==> config.mk <==
export PLATFORM = sky130hd
export DESIGN_NAME = hazard_sched_flat
export DESIGN_NICKNAME = d
export VERILOG_FILES = /design/src/rtl/hazard_sched_if.sv /design/src/rtl/hazard_sched.sv /design/src/flat_wrapper.sv
export SDC_FILE = /design/constraint.sdc
export NUM_CORES = 1
export LEC_CHECK = 0
export CAP_MARGIN = 15
export CORE_ASPECT_RATIO = 1.75
export CORE_MARGIN = 2
export CORE_UTILIZATION = 39
export DETAILED_ROUTE_END_ITERATION = 12
export PLACE_DENSITY = 0.88
export SLEW_MARGIN = 0
export SYNTH_ARGS = -nofsm -noshare
export SYNTH_HDL_FRONTEND = slang
export SYNTH_SLANG_ARGS = --single-unit
==> constraint.sdc <==
create_clock -name clk -period 3.2 [get_ports clk]
set_clock_uncertainty 0.05 [all_clocks]
set_input_delay 0.48 -clock clk [delete_from_list [all_inputs] [get_ports clk]]
set_output_delay 0.48 -clock clk [all_outputs]
set_load 0.005 [all_outputs]
==> src/rtl/hazard_sched_if.sv <==
// hazard_sched_if: pipeline-register fields consumed by the hazard scheduler
// and the stall/forward controls it returns. master = pipeline side, slave =
// scheduler side.
interface hazard_sched_if;
   // D stage
   logic [4:0]  rs_d, rt_d;
   logic [1:0]  tuse_rs_d, tuse_rt_d;
   logic        md_use_d;
   // E/M/W pipeline register fields
   logic [4:0]  rs_e, rt_e;
   logic [4:0]  a3_e, a3_m, a3_w;
   logic        we_e, we_m, we_w;
   logic [1:0]  tnew_e, tnew_m;
   logic [4:0]  rt_m;
   logic        md_start_e, md_div_e;
   // controls back to the pipeline
   logic        stall_fd, clr_de;
   logic [1:0]  fwd_rs_d, fwd_rt_d;
   logic [1:0]  fwd_rs_e, fwd_rt_e;
   logic        fwd_rt_m;
   logic        md_busy;
   logic [31:0] stall_cnt;

   modport master (
      output rs_d, rt_d, tuse_rs_d, tuse_rt_d, md_use_d,
             rs_e, rt_e, a3_e, a3_m, a3_w, we_e, we_m, we_w,
             tnew_e, tnew_m, rt_m, md_start_e, md_div_e,
      input  stall_fd, clr_de, fwd_rs_d, fwd_rt_d, fwd_rs_e, fwd_rt_e,
             fwd_rt_m, md_busy, stall_cnt
   );

   modport slave (
      input  rs_d, rt_d, tuse_rs_d, tuse_rt_d, md_use_d,
             rs_e, rt_e, a3_e, a3_m, a3_w, we_e, we_m, we_w,
             tnew_e, tnew_m, rt_m, md_start_e, md_div_e,
      output stall_fd, clr_de, fwd_rs_d, fwd_rt_d, fwd_rs_e, fwd_rt_e,
             fwd_rt_m, md_busy, stall_cnt
   );
endinterface

==> src/rtl/hazard_sched.sv <==
// hazard_sched: Tuse/Tnew hazard scheduler for the five-stage MIPS pipeline.
// Produces F/D stall, D/E bubble, and D/E/M forwarding selects, and tracks
// the multi-cycle MDU busy window.
// Optional feature macro: HAZARD_STALL_CNT_EN enables the stall-cycle
// counter; when undefined stall_cnt reads 0.
module hazard_sched #(
   parameter int MULT_CYC = 5,
   parameter int DIV_CYC  = 10
) (
   input logic           clk,
   input logic           reset,
   hazard_sched_if.slave hz
);

   localparam logic [3:0] MULT_N = 4'(MULT_CYC);
   localparam logic [3:0] DIV_N  = 4'(DIV_CYC);

   // A stage matches a source when it writes a nonzero register equal to it.
   function automatic logic hit(input logic we, input logic [4:0] a3,
                                input logic [4:0] r);
      return we && (a3 != 5'd0) && (a3 == r);
   endfunction

   // Youngest-match D-stage select; a match that is not ready yet yields 0
   // and the stall holds the instruction until it is.
   function automatic logic [1:0] sel_d(input logic e_hit, input logic m_hit,
                                        input logic w_hit,
                                        input logic [1:0] tnew_e,
                                        input logic [1:0] tnew_m);
      if (e_hit)      return (tnew_e == 2'd0) ? 2'd1 : 2'd0;
      else if (m_hit) return (tnew_m == 2'd0) ? 2'd2 : 2'd0;
      else if (w_hit) return 2'd3;
      else            return 2'd0;
   endfunction

   logic       e_rs_d, m_rs_d, w_rs_d;
   logic       e_rt_d, m_rt_d, w_rt_d;
   logic       m_rs_e, w_rs_e, m_rt_e, w_rt_e;
   logic       stall_rs, stall_rt, stall_md, stall;
   logic [3:0] cnt;
   logic       busy;

   // Per-stage source matches.
   always_comb begin
      e_rs_d = hit(hz.we_e, hz.a3_e, hz.rs_d);
      m_rs_d = hit(hz.we_m, hz.a3_m, hz.rs_d);
      w_rs_d = hit(hz.we_w, hz.a3_w, hz.rs_d);
      e_rt_d = hit(hz.we_e, hz.a3_e, hz.rt_d);
      m_rt_d = hit(hz.we_m, hz.a3_m, hz.rt_d);
      w_rt_d = hit(hz.we_w, hz.a3_w, hz.rt_d);
      m_rs_e = hit(hz.we_m, hz.a3_m, hz.rs_e);
      w_rs_e = hit(hz.we_w, hz.a3_w, hz.rs_e);
      m_rt_e = hit(hz.we_m, hz.a3_m, hz.rt_e);
      w_rt_e = hit(hz.we_w, hz.a3_w, hz.rt_e);
   end

   // Stall when a producer in E or M cannot deliver before the consumer needs
   // it, or when an MDU instruction meets a busy MDU. W never stalls.
   always_comb begin
      stall_rs = (e_rs_d && (hz.tnew_e > hz.tuse_rs_d)) ||
                 (m_rs_d && (hz.tnew_m > hz.tuse_rs_d));
      stall_rt = (e_rt_d && (hz.tnew_e > hz.tuse_rt_d)) ||
                 (m_rt_d && (hz.tnew_m > hz.tuse_rt_d));
      stall_md = hz.md_use_d && busy;
      stall    = stall_rs || stall_rt || stall_md;
   end

   // Forwarding selects for D, E and M consumers.
   always_comb begin
      hz.fwd_rs_d = sel_d(e_rs_d, m_rs_d, w_rs_d, hz.tnew_e, hz.tnew_m);
      hz.fwd_rt_d = sel_d(e_rt_d, m_rt_d, w_rt_d, hz.tnew_e, hz.tnew_m);
      if (m_rs_e && (hz.tnew_m == 2'd0)) hz.fwd_rs_e = 2'd1;
      else if (w_rs_e)                   hz.fwd_rs_e = 2'd2;
      else                               hz.fwd_rs_e = 2'd0;
      if (m_rt_e && (hz.tnew_m == 2'd0)) hz.fwd_rt_e = 2'd1;
      else if (w_rt_e)                   hz.fwd_rt_e = 2'd2;
      else                               hz.fwd_rt_e = 2'd0;
      hz.fwd_rt_m = hit(hz.we_w, hz.a3_w, hz.rt_m);
   end

   // MDU busy counter: a start (re)loads, otherwise count down to 0 and hold.
   always_ff @(posedge clk) begin
      if (reset)              cnt <= 4'd0;
      else if (hz.md_start_e) cnt <= hz.md_div_e ? DIV_N : MULT_N;
      else if (cnt != 4'd0)   cnt <= cnt - 4'd1;
   end

   // The start cycle itself already counts as busy.
   always_comb busy = hz.md_start_e || (cnt != 4'd0);

   // Drive the remaining controls.
   always_comb begin
      hz.stall_fd = stall;
      hz.clr_de   = stall;
      hz.md_busy  = busy;
   end

`ifdef HAZARD_STALL_CNT_EN
   logic [31:0] scnt;

   // Saturating count of stalled cycles.
   always_ff @(posedge clk) begin
      if (reset)                              scnt <= 32'd0;
      else if (stall && (scnt != 32'hFFFF_FFFF)) scnt <= scnt + 32'd1;
   end

   // Expose the counter.
   always_comb hz.stall_cnt = scnt;
`else
   // Counter not built.
   always_comb hz.stall_cnt = 32'd0;
`endif

endmodule

==> src/flat_wrapper.sv <==
// flat-port wrapper written by rule: the top's interface ports become plain ports
module hazard_sched_flat 
#(
   parameter int MULT_CYC = 5,
   parameter int DIV_CYC  = 10
)
  (clk, reset, hz_rs_d, hz_rt_d, hz_tuse_rs_d, hz_tuse_rt_d, hz_md_use_d, hz_rs_e, hz_rt_e, hz_a3_e, hz_a3_m, hz_a3_w, hz_we_e, hz_we_m, hz_we_w, hz_tnew_e, hz_tnew_m, hz_rt_m, hz_md_start_e, hz_md_div_e, hz_stall_fd, hz_clr_de, hz_fwd_rs_d, hz_fwd_rt_d, hz_fwd_rs_e, hz_fwd_rt_e, hz_fwd_rt_m, hz_md_busy, hz_stall_cnt);
  hazard_sched_if hz_i ();
  input logic clk;
  input logic reset;
  input wire logic [$bits(hz_i.rs_d)-1:0] hz_rs_d;
  input wire logic [$bits(hz_i.rt_d)-1:0] hz_rt_d;
  input wire logic [$bits(hz_i.tuse_rs_d)-1:0] hz_tuse_rs_d;
  input wire logic [$bits(hz_i.tuse_rt_d)-1:0] hz_tuse_rt_d;
  input wire logic [$bits(hz_i.md_use_d)-1:0] hz_md_use_d;
  input wire logic [$bits(hz_i.rs_e)-1:0] hz_rs_e;
  input wire logic [$bits(hz_i.rt_e)-1:0] hz_rt_e;
  input wire logic [$bits(hz_i.a3_e)-1:0] hz_a3_e;
  input wire logic [$bits(hz_i.a3_m)-1:0] hz_a3_m;
  input wire logic [$bits(hz_i.a3_w)-1:0] hz_a3_w;
  input wire logic [$bits(hz_i.we_e)-1:0] hz_we_e;
  input wire logic [$bits(hz_i.we_m)-1:0] hz_we_m;
  input wire logic [$bits(hz_i.we_w)-1:0] hz_we_w;
  input wire logic [$bits(hz_i.tnew_e)-1:0] hz_tnew_e;
  input wire logic [$bits(hz_i.tnew_m)-1:0] hz_tnew_m;
  input wire logic [$bits(hz_i.rt_m)-1:0] hz_rt_m;
  input wire logic [$bits(hz_i.md_start_e)-1:0] hz_md_start_e;
  input wire logic [$bits(hz_i.md_div_e)-1:0] hz_md_div_e;
  output wire logic [$bits(hz_i.stall_fd)-1:0] hz_stall_fd;
  output wire logic [$bits(hz_i.clr_de)-1:0] hz_clr_de;
  output wire logic [$bits(hz_i.fwd_rs_d)-1:0] hz_fwd_rs_d;
  output wire logic [$bits(hz_i.fwd_rt_d)-1:0] hz_fwd_rt_d;
  output wire logic [$bits(hz_i.fwd_rs_e)-1:0] hz_fwd_rs_e;
  output wire logic [$bits(hz_i.fwd_rt_e)-1:0] hz_fwd_rt_e;
  output wire logic [$bits(hz_i.fwd_rt_m)-1:0] hz_fwd_rt_m;
  output wire logic [$bits(hz_i.md_busy)-1:0] hz_md_busy;
  output wire logic [$bits(hz_i.stall_cnt)-1:0] hz_stall_cnt;
  assign hz_i.rs_d = hz_rs_d;
  assign hz_i.rt_d = hz_rt_d;
  assign hz_i.tuse_rs_d = hz_tuse_rs_d;
  assign hz_i.tuse_rt_d = hz_tuse_rt_d;
  assign hz_i.md_use_d = hz_md_use_d;
  assign hz_i.rs_e = hz_rs_e;
  assign hz_i.rt_e = hz_rt_e;
  assign hz_i.a3_e = hz_a3_e;
  assign hz_i.a3_m = hz_a3_m;
  assign hz_i.a3_w = hz_a3_w;
  assign hz_i.we_e = hz_we_e;
  assign hz_i.we_m = hz_we_m;
  assign hz_i.we_w = hz_we_w;
  assign hz_i.tnew_e = hz_tnew_e;
  assign hz_i.tnew_m = hz_tnew_m;
  assign hz_i.rt_m = hz_rt_m;
  assign hz_i.md_start_e = hz_md_start_e;
  assign hz_i.md_div_e = hz_md_div_e;
  assign hz_stall_fd = hz_i.stall_fd;
  assign hz_clr_de = hz_i.clr_de;
  assign hz_fwd_rs_d = hz_i.fwd_rs_d;
  assign hz_fwd_rt_d = hz_i.fwd_rt_d;
  assign hz_fwd_rs_e = hz_i.fwd_rs_e;
  assign hz_fwd_rt_e = hz_i.fwd_rt_e;
  assign hz_fwd_rt_m = hz_i.fwd_rt_m;
  assign hz_md_busy = hz_i.md_busy;
  assign hz_stall_cnt = hz_i.stall_cnt;
  hazard_sched #(.MULT_CYC(MULT_CYC), .DIV_CYC(DIV_CYC)) u_core (.clk(clk), .reset(reset), .hz(hz_i));
endmodule
==> reports/metrics.cfg <==
[cts]
cts-root-buf=clkbuf_8
htree_levels=1
cts_buffers=3
cts_hold_buffers=0
clock-sinks=4
clk_latency_ns=0.22
clockBufferDepth=2
clk_pin_slew_ns=0.03
cts_tree=yes

[timing]
final.min_clock_period_ns=3.13
hold_slack_ns=0.586
hold_violations=0
finalSetupViolations=0
slew_viol_final=0
clock.fmax_ghz=0.319
finalSetupTns_ns=0
period_share=0.979

[synthesis]
synth.area.top_cells=xnor2_1 (21%), buf_4 (17%), xor2_1 (15%)
yosysTopAreaCell=xnor2_1
netlist_instances=194
synth.avg_cell_area_um2=7.44
yosys_register_bits=4
synth_ff_type=dfxtp_1
synth_area_um2=1440
netlist-cell-type-count=30
async_flop_share=0
synth_edf_count=0
synth_top_area_frac=0.206
ys_warn_count=0
seq_area_frac_synth=0.0555

[power_and_ir_drop]
ir_worst_vdd_mv=0.196
leakagePower_nw=1.02
power_switching_mw=0.163
power_density_nw_per_um2=200
power_frac_comb=0.638
seqPwrFrac=0.130
internal_power_mw=0.303
sw_frac_of_total=0.350
pwr-share-clk=0.232

[cells_and_area]
fin_nets=349
largest_register=u_core.cnt
top_regs=u_core.cnt (4)
layout_common_cells=clkdlybuf4s50_1 (55), xnor2_1 (34), conb_1 (32)
area_delta_synth_final_pct=61.4
largest_reg_flops=4
drive_above_1_share=0.167
stdcell_count=327
layout_commonest_cell=clkdlybuf4s50_1
n_antenna_cell=0
fin_util=0.648

[placed_design]
hpwl_mm=3.61
io_buffers=67
place_congestion=0.907
dp.cells=323

[drt]
drc=0
drtAntennaViolNets=0
drtIter0Drc=21
drtPass1Iterations=4
vias_per_cell=4.64
drt_wl_total_mm=4.15
wl_per_cell_um=12.7
via_count=1517

[job]
maxCapViolCount=0

[floorplan]
dieWidth_um=50.0
dieArea_um2=4220
core_area_um2=3590
ios=100
die_y_um=84.5
rows=29
start_util=0.402

[critical_path]
crit_required_ns=2.67
cp_max_fo=3
crit_arrival_ns=2.60
cp-end-kind=output pin
criticalPathCategory=in -> out
cp-start-kind=input port

[grt]
grt_overflow=0
grt_pass1_wl_mm=6.56
grt_start_max_net_pins=7
grt_pass1_vias=1558
antenna_found_initial=0
grt_util_all_layers=0.198

[status]
status=finished clean

[min_path]
hold_class=reg -> reg

## final cells by class
cell class | instances | area [µm²]
Timing Repair Buffer | 96 | 887
Multi-Input combinational cell | 168 | 1220
Fill cell | 309 | 1260
Tap cell | 46 | 57.6
Clock buffer | 3 | 41.3
Sequential cell | 4 | 80.1
Inverter | 10 | 37.5
## synthesized netlist by cell type, drive strengths merged, types with 3 or more instances
master	instances
nand2b	3
ha	10
nand2	9
or4	7
o21ai	4
nand3	9
a21oi	11
nor4	8
xnor2	34
clkbuf	8
xor2	24
dfxtp	4
buf	35
inv	10
nor2	4
## repair_timing
item,CTS,global route
buffers inserted,1,0
pin swaps,7,1
setup endpoints to repair,8,5
resized for setup,17,12
## power by group through the flow
stage / Clock [mW] / Sequential, mW / Combinational [mW]
after detailed placement: 0 / 0.0614 / 0.289
after CTS: 0.109 / 0.0608 / 0.291
final: 0.108 / 0.0608 / 0.297
after global routing: 0.114 / 0.0615 / 0.329
after floorplan: 0 / 0.0602 / 0.173
after global placement: 0 / 0.0613 / 0.281
## logic make-up (layout without fill, tap and decap cells)
family | Yosys count | count (layout) | share of synthesized area
xor gates and xnor gates | 58 | 58 | 0.352
buffers and inverters | 53 | 109 | 0.230
and+or+nand+nor | 47 | 47 | 0.181
AOI/OAI and AO/OA | 18 | 18 | 0.0702
adders and majority gates | 10 | 10 | 0.0867
DFF | 4 | 4 | 0.0555
muxes | 3 | 3 | 0.0217
other | 1 | 32 | 0.00260
## through the flow
step	setup WS, ns	total power, mW	area [µm²]
after detailed placement	-0.313	0.350	2200
after global routing	-0.00681	0.505	2330
after global placement	-0.248	0.342	2200
final	0.0683	0.466	2330
after CTS	0.0313	0.461	2270
after floorplan	0.634	0.233	1560
## worst max-delay path: stages
cell	delay, ns
clkdlybuf4s50_1	0.42
or4_4	0.44
o21ai_4	0.17
nor3_2	0.08
or4_4	0.50
buf_4	0.15
mux2i_1	0.14
clkdlybuf4s15_2	0.22
## routing by layer
| layer | GRT usage | vias up | part of all wire |
|---|---|---|---|
| li1 | - | 752 | - |
| met4 | 0.0480 | 0 | 0.019 |
| met5 | 0 | - | 0 |
| met3 | 0.0356 | 6 | 0.062 |
| met2 | 0.424 | 74 | 0.60 |
| met1 | 0.175 | 685 | 0.32 |
## path summary, 6_finish.rpt
| path | slack (ns) | cells after the start | to | startpoint |
|---|---|---|---|---|
| max | 0.07 | 8 | hz_fwd_rs_d[0] | hz_a3_m[4] |
| min | 0.59 | 3 | u_core.cnt[2] | u_core.cnt[2] |
| max reg2reg | 1.68 | 8 | u_core.cnt[1] | u_core.cnt[0] |
| min reg2reg | 0.59 | 3 | u_core.cnt[2] | u_core.cnt[2] |
No activity file was read; power rests on OpenSTA's default activity.
